`src/rtl/medac_cal_seq.sv`:
```
// medac_cal_seq: calibration sequencer for the MEDAC origin delay line.
// Sweeps every delay code, counts errors over a fixed window per code after a
// settle interval, keeps the lowest-error code (lowest code wins ties) and
// commits it to the delay line when the sweep completes.
module medac_cal_seq #(
   parameter int SEL_W      = 4,
   parameter int SETTLE_CYC = 16,
   parameter int WIN_CYC    = 1024,
   parameter int CNT_W      = 16
) (
   input  logic             clk,
   input  logic             rst_n,
   input  logic             cal_req,
   input  logic             cal_abort,
   input  logic             error_in,
   output logic [SEL_W-1:0] sel_out,
   output logic             meas_start,
   output logic             cal_busy,
   output logic             cal_done,
   output logic [SEL_W-1:0] best_sel,
   output logic [CNT_W-1:0] best_err
);

   localparam logic [2:0] ST_IDLE    = 3'd0;
   localparam logic [2:0] ST_SETTLE  = 3'd1;
   localparam logic [2:0] ST_MEASURE = 3'd2;
   localparam logic [2:0] ST_COMPARE = 3'd3;
   localparam logic [2:0] ST_DONE    = 3'd4;

   // One shared interval timer serves both SETTLE and MEASURE.
   localparam int TMR_MAX = (SETTLE_CYC > WIN_CYC) ? SETTLE_CYC : WIN_CYC;
   localparam int TMR_W   = (TMR_MAX > 1) ? $clog2(TMR_MAX) : 1;

   localparam logic [TMR_W-1:0] SETTLE_LAST = TMR_W'(SETTLE_CYC - 1);
   localparam logic [TMR_W-1:0] WIN_LAST    = TMR_W'(WIN_CYC - 1);
   localparam logic [TMR_W-1:0] TMR_ONE     = {{(TMR_W-1){1'b0}}, 1'b1};
   localparam logic [SEL_W-1:0] CODE_LAST   = {SEL_W{1'b1}};
   localparam logic [SEL_W-1:0] CODE_ONE    = {{(SEL_W-1){1'b0}}, 1'b1};
   localparam logic [CNT_W-1:0] ERR_MAX     = {CNT_W{1'b1}};
   localparam logic [CNT_W-1:0] ERR_ONE     = {{(CNT_W-1){1'b0}}, 1'b1};

   logic [2:0]       state_q, state_d;
   logic [TMR_W-1:0] tmr_q, tmr_d;
   logic [SEL_W-1:0] code_q, code_d;
   logic [CNT_W-1:0] err_q, err_d;
   logic [SEL_W-1:0] run_sel_q, run_sel_d;
   logic [CNT_W-1:0] run_err_q, run_err_d;
   logic [SEL_W-1:0] commit_q, commit_d;

   logic [SEL_W-1:0] sel_q;
   logic             meas_q;
   logic             busy_q;
   logic             done_q;
   logic [SEL_W-1:0] best_sel_q;
   logic [CNT_W-1:0] best_err_q;

   // Next-state logic for the sweep FSM, its timer, error counter and running best.
   always_comb begin
      state_d   = state_q;
      tmr_d     = tmr_q;
      code_d    = code_q;
      err_d     = err_q;
      run_sel_d = run_sel_q;
      run_err_d = run_err_q;
      commit_d  = commit_q;
      if (cal_abort) begin
         // Abort wins everywhere; committed code and results stay untouched.
         state_d = ST_IDLE;
      end else begin
         case (state_q)
            ST_IDLE: begin
               if (cal_req) begin
                  state_d   = ST_SETTLE;
                  tmr_d     = {TMR_W{1'b0}};
                  code_d    = {SEL_W{1'b0}};
                  run_sel_d = {SEL_W{1'b0}};
                  run_err_d = ERR_MAX;
               end else begin
                  state_d = ST_IDLE;
               end
            end
            ST_SETTLE: begin
               if (tmr_q == SETTLE_LAST) begin
                  state_d = ST_MEASURE;
                  tmr_d   = {TMR_W{1'b0}};
                  err_d   = {CNT_W{1'b0}};
               end else begin
                  tmr_d = tmr_q + TMR_ONE;
               end
            end
            ST_MEASURE: begin
               // Saturating count so a noisy code can never wrap to look clean.
               if (error_in && (err_q != ERR_MAX)) begin
                  err_d = err_q + ERR_ONE;
               end else begin
                  err_d = err_q;
               end
               if (tmr_q == WIN_LAST) begin
                  state_d = ST_COMPARE;
                  tmr_d   = {TMR_W{1'b0}};
               end else begin
                  tmr_d = tmr_q + TMR_ONE;
               end
            end
            ST_COMPARE: begin
               // Strict less-than: on a tie the earlier (lower) code is kept.
               if (err_q < run_err_q) begin
                  run_err_d = err_q;
                  run_sel_d = code_q;
               end else begin
                  run_err_d = run_err_q;
                  run_sel_d = run_sel_q;
               end
               if (code_q == CODE_LAST) begin
                  state_d  = ST_DONE;
                  commit_d = run_sel_d;
               end else begin
                  state_d = ST_SETTLE;
                  code_d  = code_q + CODE_ONE;
                  tmr_d   = {TMR_W{1'b0}};
               end
            end
            ST_DONE: begin
               state_d = ST_IDLE;
            end
            default: begin
               state_d = ST_IDLE;
            end
         endcase
      end
   end

   // Sequencer state registers.
   always_ff @(posedge clk or negedge rst_n) begin
      if (!rst_n) begin
         state_q   <= ST_IDLE;
         tmr_q     <= {TMR_W{1'b0}};
         code_q    <= {SEL_W{1'b0}};
         err_q     <= {CNT_W{1'b0}};
         run_sel_q <= {SEL_W{1'b0}};
         run_err_q <= {CNT_W{1'b0}};
         commit_q  <= {SEL_W{1'b0}};
      end else begin
         state_q   <= state_d;
         tmr_q     <= tmr_d;
         code_q    <= code_d;
         err_q     <= err_d;
         run_sel_q <= run_sel_d;
         run_err_q <= run_err_d;
         commit_q  <= commit_d;
      end
   end

   // Output registers, decoded from next state so they line up with the state register.
   always_ff @(posedge clk or negedge rst_n) begin
      if (!rst_n) begin
         sel_q      <= {SEL_W{1'b0}};
         meas_q     <= 1'b0;
         busy_q     <= 1'b0;
         done_q     <= 1'b0;
         best_sel_q <= {SEL_W{1'b0}};
         best_err_q <= {CNT_W{1'b0}};
      end else begin
         sel_q  <= ((state_d == ST_IDLE) || (state_d == ST_DONE)) ? commit_d : code_d;
         meas_q <= (state_d == ST_MEASURE);
         busy_q <= (state_d != ST_IDLE);
         done_q <= (state_d == ST_DONE);
         if (state_d == ST_DONE) begin
            best_sel_q <= run_sel_d;
            best_err_q <= run_err_d;
         end else begin
            best_sel_q <= best_sel_q;
            best_err_q <= best_err_q;
         end
      end
   end

   assign sel_out    = sel_q;
   assign meas_start = meas_q;
   assign cal_busy   = busy_q;
   assign cal_done   = done_q;
   assign best_sel   = best_sel_q;
   assign best_err   = best_err_q;

endmodule

```
`config.mk`:
```
export PLATFORM = sky130hd
export DESIGN_NAME = medac_cal_seq
export DESIGN_NICKNAME = d
export VERILOG_FILES = /design/src/rtl/medac_cal_seq.sv
export SDC_FILE = /design/constraint.sdc
export NUM_CORES = 1
export LEC_CHECK = 0
export ABC_AREA = 0
export CORE_MARGIN = 2
export CORE_UTILIZATION = 44
export CTS_BUF_LIST = sky130_fd_sc_hd__clkbuf_16
export DETAILED_ROUTE_END_ITERATION = 10
export PLACE_DENSITY_LB_ADDON = 0.15
export REMOVE_ABC_BUFFERS = 1
export SETUP_SLACK_MARGIN = 0.3
export SLEW_MARGIN = 20
export SYNTH_ARGS = -nofsm -noshare
export SYNTH_HDL_FRONTEND = slang
export SYNTH_SLANG_ARGS = --single-unit
```
`constraint.sdc`:
```
create_clock -name clk -period 2.4 [get_ports clk]
set_clock_uncertainty 0.2 [all_clocks]
set_input_delay 0.36 -clock clk [delete_from_list [all_inputs] [get_ports clk]]
set_output_delay 0.36 -clock clk [all_outputs]
set_load 0.02 [all_outputs]
```
==> impl_metrics.env <==
export IMPL_gpl_final_weighted_congestion=0.862
export IMPL_yosysSeqAreaShare_pct=47.6
export IMPL_finalWorstPathRequiredPeriod_ns=2.32
export IMPL_drt_total_wl_um=11300
export IMPL_io_buffer_count=31
export IMPL_final_core_utilization_pct=67.1
export IMPL_critical_path_required_ns=2.43
export IMPL_postSynth_asyncResetShare_pct=100
export IMPL_cell_row_count=36
export IMPL_wire_per_inst_um=16.2
export IMPL_slowest_stage="dfrtp_1"
export IMPL_path_common_cell="buf_6"
export IMPL_slew_limit_headroom_pct=60.4
export IMPL_cts_htree_levels=3
export IMPL_r2r_end="run_sel_q[0]"
export IMPL_clkSlewWorstSetupHoldPaths_ns=0.07
export IMPL_seqPwrFrac_pct=43.2
export IMPL_detail_route_iter0_violations=121
export IMPL_cts_tree="built"
export IMPL_effective_utilization_at_floorplan_pct=45.2
export IMPL_synthSimpleGateAreaFrac_pct=21.0
export IMPL_post_synthesis_adder_cell_area_fraction_pct=5.09
export IMPL_ys_ff_latch=84
export IMPL_crit_path_max_incr_delay_ns=0.41
export IMPL_syn_area_per_cell_um2=10.1
export IMPL_leakagePower_nw=2.98
export IMPL_die_h_um=104
export IMPL_synth_compound_area_share_pct=13.4
export IMPL_crit_path_end_kind="register"
export IMPL_dieArea_um2=10900
export IMPL_critPathBufInv=2
export IMPL_timing_critical_path_fanout_max=4
export IMPL_finalHoldViolCount=0
export IMPL_number_of_antenna_violations_at_the_first_check_in_global_routing=0
export IMPL_worst_margin_slew_ns=0.588
export IMPL_finalMaxSlewViolations=0
export IMPL_total_setup_violations_reported_at_the_end_of_the_flow=0
export IMPL_p_comb_share_pct=8.7
export IMPL_synth_yosys_warnings=0
export IMPL_min_delay_worst_endpoint="best_sel[1]"
export IMPL_worstSetupPathDepth=8
export IMPL_netlist_instances=438
export IMPL_dr_total_vias=3716
export IMPL_fin_tns_setup_ns=0
export IMPL_hold_slack_ns=0.292
export IMPL_first_pass_iters=4
export IMPL_drive_above_1_share_pct=39.6
export IMPL_post_layout_total_power_mw=3.37
export IMPL_min_period_over_period_pct=96.7
export IMPL_grt_pass1_vias=3760
export IMPL_crit_family="simple AND/OR/NAND/NOR gates"
export IMPL_clk_path_buf_depth=2
export IMPL_grt_overflow=0
export IMPL_floorplan_die_width_um=104
export IMPL_worst_setup_path_start_kind="register"
export IMPL_post_dp_hpwl_um=7640
export IMPL_synth_top_family_by_area="simple AND/OR/NAND/NOR gates"
export IMPL_io_pin_count=32
export IMPL_synthFlopType="dfrtp_1"
export IMPL_worstPathCellList="ha_4, nand4_1, nor2_1, nand4b_1, and4b_2, buf_6, buf_6, a22o_1"
export IMPL_coreArea_um2=9770
export IMPL_clock_latency_ns=0.34
export IMPL_status="completed"
export IMPL_hold_path_startpoint="best_sel[1]"
export IMPL_ff2ff_setup_slack_ns=0.08
export IMPL_synth_mux_area_fraction_pct=3.54
export IMPL_worstPathArrival_ns=2.35
export IMPL_post_synth_xor_area_fraction_pct=3.57
export IMPL_fillerInstances=759
export IMPL_cts_bufs_inserted=9
export IMPL_avgViaCountPerCell=5.32
export IMPL_whs_path_depth=1
export IMPL_clock_root_buffer="clkbuf_16"
export IMPL_synth_edf_count=0
export IMPL_grt_usage_pct=21.3
export IMPL_grt_start_max_net_pins=45
export IMPL_global_route_wire_length_before_repair_um=18500
export IMPL_clock_sinks=84
export IMPL_min_path_type="reg2reg"
export IMPL_clock_fmax_mhz=431
export IMPL_r2r_start="err_q[15]"
export IMPL_p_switching_uw=769
export IMPL_cellPowerDensity_nw_per_um2=514
export IMPL_post_synth_instance_area_um2=4420
export IMPL_clock_power_share_pct=48.1
export IMPL_setup_worst_path_class="reg2reg"
export IMPL_nets=583
export IMPL_rr_worst_depth=8
export IMPL_rsz0062_at_grt="true"
export IMPL_ys_types=65
export IMPL_antenna_left=0
export IMPL_netSwitchingFraction_pct=22.8
export IMPL_irDropWorstVdd_mv=0.405
export IMPL_areaGrowthSynthToFinish_pct=48.3
export IMPL_antenna_cells_inserted=0
export IMPL_internal_power_mw=2.60
export IMPL_maxCapViolCount=0
export IMPL_drcViolationCount=0
-- Yosys cell counts, drive strengths merged (2+ instances only) --
cell type	number	area, µm²
nor3	5	25.0
nand4	15	93.8
nor4	8	86.3
nor3b	2	15.0
a211oi	3	32.5
clkbuf	6	22.5
o211a	2	20.0
xor2	14	123
and4b	2	23.8
o31ai	2	28.8
and4	2	17.5
o21ai	18	90.1
xnor2	4	35.0
dfrtp	84	2100
o2bb2ai	2	17.5
or2	2	12.5
inv	24	90.1
nand2b	6	45.0
nor2	62	245
and3	4	25.0
o22ai	4	25.0
ha	18	225
nand2	34	140
mux2i	13	130
or3	3	18.8
mux2	2	26.3
nand3	24	125
a22o	7	61.3
a31oi	10	93.8
a21oi	20	104
buf	15	138
o21a	6	45.0
nor2b	2	12.5
-- how the worst max path moves through the flow --
stage	startpoint	end	slack [ns]
after global placement	cal_abort	commit_q[0]	-0.06
after floorplan	err_q[13]	best_err[15]	-0.20
after global routing	run_err_q[8]	run_err_q[9]	0.02
after detailed placement	cal_abort	err_q[13]	-0.1
final	err_q[15]	run_sel_q[0]	0.08
after CTS	run_err_q[13]	best_err[13]	0.11
-- power groups by stage --
stage	Combinational (mW)	Clock (mW)	Sequential, mW
after floorplan	0.0851	0	1.49
after global routing	0.323	1.69	1.46
after global placement	0.213	0	1.48
final	0.294	1.62	1.45
after CTS	0.265	1.64	1.45
after detailed placement	0.217	0	1.48
-- sequential cells by signal (all words and copies together) (netlist names) --
register,cells
best_err,16
sel_out,4
run_sel_q,4
best_sel,4
commit_q,4
err_q,16
cal_busy,1
tmr_q,10
cal_done,1
code_q,4
state_q,3
meas_start,1
run_err_q,16
-- area by class of cell --
class / count / area [µm²] / share of cell area, %
Clock inverter: 7 / 121 / 1.85
Tap cell: 133 / 166 / 2.54
Timing Repair Buffer: 132 / 1180 / 18.0
Multi-Input combinational cell: 308 / 2660 / 40.6
Sequential cell: 84 / 2110 / 32.1
Inverter: 25 / 98.8 / 1.51
Clock buffer: 9 / 225 / 3.43
-- cell families (layout without fill, tap and decap cells) --
logic type | after synthesis | after routing
simple gates | 176 | 176
flops | 84 | 84
compound gates | 81 | 81
buf+inv | 46 | 173
fa+ha+maj | 18 | 18
xor+xnor | 18 | 18
mux | 15 | 15
-- cells in the final DEF (no fill, tap or decap), types with 9 or more instances in the layout --
master            n
nand3_1          14
buf_4            81
nand2_1          29
xor2_1           13
dfrtp_1          81
a21oi_1          11
ha_4             11
inv_1            20
mux2i_4           9
clkbuf_16         9
nor2_1           54
nand4_1          15
o21ai_0          12
clkdlybuf4s50_1  30
buf_6            16
-- timing repair --
action                                  4_1_cts  5_1_grt
buffers inserted                             14       16
hold buffers                                  1        0
pin swaps                                    54       34
resized for setup                            75       55
hold endpoints to repair                     40        0
endpoints found under the setup margin       71       73
-- routing by layer --
layer  track usage [%]  up-vias  wire length (µm)  share of wire, %
met2              35.5       52              5690                50
met4              8.98        0               231               2.0
li1                  -     1792                 -                 -
met5                 0        -                 0                 0
met1              27.6     1853              5110                45
met3              3.70       19               300               2.6
-- per-stage QoR --
| stage | std cells | setup WS (ns) | area (µm²) |
|---|---|---|---|
| 2_1_floorplan | 417 | -0.198 | 4260 |
| 3_3_place_gp | 651 | -0.0637 | 5320 |
| 3_5_place_dp | 651 | -0.0966 | 5320 |
| 4_1_cts | 682 | 0.108 | 6160 |
| 5_1_grt | 698 | 0.0207 | 6560 |
| 6_report | 698 | 0.0793 | 6560 |
Power figures use the tool's default switching activity.
